**src/rtl/lin_interp_up.sv**
```systemverilog
// lin_interp_up: linear-interpolating upsampler.
// Each accepted input closes a segment that started at the previous input.
// The segment is played out as RATIO evenly spaced beats from prev toward cur.
// The endpoint cur itself is emitted as beat 0 of the following segment.
module lin_interp_up #(
  parameter int WIDTH = 16,
  parameter int RATIO = 4
) (
  input  logic             clk,
  input  logic             rst,
  input  logic             in_valid,
  output logic             in_ready,
  input  logic [WIDTH-1:0] in_data,
  output logic             out_valid,
  input  logic             out_ready,
  output logic [WIDTH-1:0] out_data,
  output logic             primed
);

  localparam int LG = $clog2(RATIO);
  localparam int PW = WIDTH + LG + 1;

  typedef enum logic [1:0] {
    PRIME,
    WAIT,
    EMIT
  } state_t;

  state_t            r_state;
  state_t            w_nextState;
  logic [WIDTH-1:0]  r_prev;
  logic [WIDTH-1:0]  r_cur;
  logic [LG-1:0]     r_k;

  logic              w_inAccept;
  logic              w_outFire;
  logic              w_lastBeat;
  logic [LG-1:0]     w_nextK;
  logic signed [WIDTH:0]  w_diff;
  logic signed [PW-1:0]   w_prod;
  logic signed [PW-1:0]   w_step;
  logic signed [PW-1:0]   w_sum;
  logic [WIDTH-1:0]  w_interp;

  // The input side is only open while no segment is being played out.
  assign in_ready   = !rst && (r_state != EMIT);
  assign w_inAccept = in_valid && in_ready;
  assign w_outFire  = out_valid && out_ready;
  assign w_lastBeat = (r_k == LG'(RATIO - 1));
  assign w_nextK    = r_k + LG'(1);

  // The slope term is signed and one bit wider than a sample.
  // Multiplying by k < RATIO needs only LG more bits, so a full-scale swing cannot overflow.
  // The arithmetic shift floors toward -inf.
  // The result always lies between prev and cur, so truncating the sum is exact.
  assign w_diff   = $signed({1'b0, r_cur}) - $signed({1'b0, r_prev});
  assign w_prod   = PW'(w_diff) * PW'($signed({1'b0, w_nextK}));
  assign w_step   = w_prod >>> LG;
  assign w_sum    = $signed({{(LG + 1){1'b0}}, r_prev}) + w_step;
  assign w_interp = WIDTH'(w_sum);

  // State register; a reset always returns to waiting for a first sample.
  always_ff @(posedge clk) begin
    if (rst) begin
      r_state <= PRIME;
    end else begin
      r_state <= w_nextState;
    end
  end

  // Next-state logic: prime once, then alternate between waiting for an input and playing its segment.
  always_comb begin
    w_nextState = r_state;
    case (r_state)
      PRIME: if (w_inAccept) w_nextState = WAIT;
      WAIT:  if (w_inAccept) w_nextState = EMIT;
      EMIT:  if (w_outFire && w_lastBeat) w_nextState = WAIT;
      default: w_nextState = PRIME;
    endcase
  end

  // Datapath registers: endpoints, beat counter and the registered output beat.
  // out_valid and out_data hold their values until the consumer takes the beat.
  always_ff @(posedge clk) begin
    if (rst) begin
      r_prev    <= '0;
      r_cur     <= '0;
      r_k       <= '0;
      out_valid <= 1'b0;
      out_data  <= '0;
      primed    <= 1'b0;
    end else begin
      case (r_state)
        PRIME: begin
          if (w_inAccept) begin
            r_prev <= in_data;
            primed <= 1'b1;
          end
        end
        WAIT: begin
          if (w_inAccept) begin
            r_cur     <= in_data;
            r_k       <= '0;
            out_valid <= 1'b1;
            out_data  <= r_prev;
          end
        end
        EMIT: begin
          if (w_outFire) begin
            if (w_lastBeat) begin
              out_valid <= 1'b0;
              r_prev    <= r_cur;
              r_k       <= '0;
            end else begin
              r_k      <= w_nextK;
              out_data <= w_interp;
            end
          end
        end
        default: begin
          out_valid <= 1'b0;
        end
      endcase
    end
  end

endmodule
```
**config.mk**
```make
export PLATFORM = sky130hd
export DESIGN_NAME = lin_interp_up
export DESIGN_NICKNAME = d
export VERILOG_FILES = /design/src/rtl/lin_interp_up.sv
export SDC_FILE = /design/constraint.sdc
export NUM_CORES = 1
export LEC_CHECK = 0
export ABC_AREA = 1
export CAP_MARGIN = 20
export CORE_AREA = 3 3 93 140
export CTS_BUF_LIST = sky130_fd_sc_hd__clkbuf_16
export DETAILED_ROUTE_END_ITERATION = 6
export DIE_AREA = 0 0 96 143
export PLACE_DENSITY = 0.65
export SLEW_MARGIN = 20
export SYNTH_ARGS = -nofsm -noshare
export SYNTH_HDL_FRONTEND = slang
export SYNTH_SLANG_ARGS = --single-unit
```
**constraint.sdc**
```tcl
create_clock -name clk -period 6.3 [get_ports clk]
set_clock_uncertainty 0.2 [all_clocks]
set_input_delay 0.63 -clock clk [delete_from_list [all_inputs] [get_ports clk]]
set_output_delay 0.63 -clock clk [all_outputs]
set_load 0.05 [all_outputs]
```
==> qor.yml <==
worstMarginPinSlew_ns: 0.8661
grt_pass1_vias: 4526
maxSlewHeadroom_pct: 42.20
setup_viol: 0
ff2ff_setup_slack_ns: 0.91
synthArstFlopShare_pct: 0
io_buffers: 38
n_fill_cell: 1237
synthFlopType: "dfxtp_1"
wl_met2_um: 6423
startpoint_type: "flip-flop"
wirelength_met1_um: 5518
gr-usage-all-layers_pct: 19.25
fmax_mhz: 185.5
cts_made_buffers: 5
maxSlewViolCount: 0
drt.antenna.violating_nets: 0
vias: 4603
clockBufferDepth: 2
coreArea_sq_um: 11960
detail_route.wl_per_cell_um: 14.59
initial_core_util_pct: 39.54
drt_iter0_drc: 192
path_clk_slew_ns: 0.07
cts_root_buf: "clkbuf_16"
max_cap_viol_count: 0
fin_tns_setup_ns: 0
slowest_delay_ns: 0.42
cts_htree_levels: 2
rsz0062_at_grt: "no"
io_pins: 39
syn-cell-area_sq_um: 4727
final_common_cell: "nand2_1"
fin_crit_ns: 5.391
yosysWarnings: 0
grt_overflow: 0
status: "finished clean"
final_cell_mix: "nand2_1, a21oi_1, ha_1"
die_h_um: 143
netlist_instances: 691
grt_pass1_wl_um: 21020
cp_num_buf_inv: 3
finalNetCount: 804
hold_viol_final: 0
via_per_inst: 5.291
ctsResizeCount: 0
end_kind: "flip-flop"
dp_hpwl_um: 10150
seq_area_sq_um: 1081
synth_cell_type_count: 38
cp_top_family: "compound AO/OA/AOI/OAI gates"
multiInputGateArea_sq_um: 3282
cp_slowest_cell: "dfxtp_1"
highest_layer: "met4"
finalCritPeriodShare_pct: 85.56
routed_wl_um: 12700
postCtsSetupBuffers: 0
ys_seq_area_share_pct: 22.87
gp_congestion: 0.9402
cp.arrival_ns: 5.39
syn_nets: 779
syn_to_final_growth_pct: 13.37
grt_max_degree: 37
critPathMostFrequentCell: "a21oi_1"
drt_pass1_iterations: 5
antenna_found_initial: 0
insertedDiodeCount: 0
clk_latency_ns: 0.30
die-area_sq_um: 13730
syn_avg_cell_area_sq_um: 6.841
synth_seq_cells: 54
cts_hold_buf: 0
clkSinkCount: 54
remaining_drc_errors: 0
rows: 49
worstPathRequired_ns: 6.30
die_w_um: 96
synth_edf_count: 0
crit_type: "reg2reg"
met3WireLength_um: 407
drive_gt1_share_pct: 4.324
path_max_fanout: 5
min_path_type: "reg2reg"
fin_util_pct: 44.82
tritoncts: "yes"
## through the flow
stage / std cells / hold WS, ns / area (sq um) / setup WS (ns)
finish: 870 / 0.2574 / 5359 / 0.9094
global route: 870 / 0.2931 / 5359 / 0.4674
CTS: 870 / 0.2628 / 5359 / 0.9688
detailed placement: 862 / 0.2488 / 5213 / 1.032
global placement: 862 / 0.2424 / 5213 / 1.020
floorplan: 691 / 0.2473 / 4727 / 1.758
## worst min-delay path: stages (launching register included)
cell     delay (ns)
dfxtp_1        0.31
inv_1          0.05
a21oi_1        0.05
## final timing paths
check	from	end	depth (start not counted)
setup / recovery	r_prev[4]	out_data[15]	28
hold / removal	primed	primed	2
setup reg to reg	r_prev[4]	out_data[15]	28
hold reg to reg	primed	primed	2
## area by class of cell
type	instances	area share [%]
multi-input cells	547	61.24
flip-flops and latches	54	20.17
repair buffers	42	7.658
inverters	66	4.623
well taps	153	3.572
clock buffers	5	2.335
clock inverters	3	0.3969
## routing by layer
metal / GRT usage [%] / vias to the layer above
met5: 0 / -
met4: 7.421 / 0
met3: 1.581 / 26
met2: 34.15 / 103
met1: 23.61 / 2096
li1: - / 2378
## cell families (layout without fill, tap and decap cells)
logic type,Yosys count,after routing,synth area share (%)
buffers and inverters,90,116,7.702
adder cells (fa/ha/maj),68,68,18.48
AO/OA/AOI/OAI,176,176,20.70
AND/OR/NAND/NOR,267,267,23.58
flip-flops,54,54,22.87
XOR/XNOR,36,36,6.670
## state kept, by name, indices dropped and copies added, names as in the netlist
name       flops
out_data      16
out_valid      1
primed         1
r_cur         16
r_k            2
r_prev        16
r_state        2
## synth_stat cells (all sizes together) (3+ instances only)
cell type / instances / area share, %
nor4: 3 / 0.40
buf: 8 / 1.2
a21oi: 85 / 9.1
o21ai: 54 / 6.3
nor2: 56 / 5.1
clkbuf: 16 / 1.3
ha: 65 / 17
nand3: 38 / 4.0
xor2: 22 / 4.1
xnor2: 14 / 2.6
o21bai: 3 / 0.48
fa: 3 / 1.3
o31ai: 3 / 0.48
a31oi: 24 / 3.2
inv: 65 / 5.2
nand2: 160 / 13
nor3: 5 / 0.53
dfxtp: 54 / 23
Power is left out: the tool's default activity adds up to more than one toggle a clock period on the data nets, which glitch-free logic cannot reach.
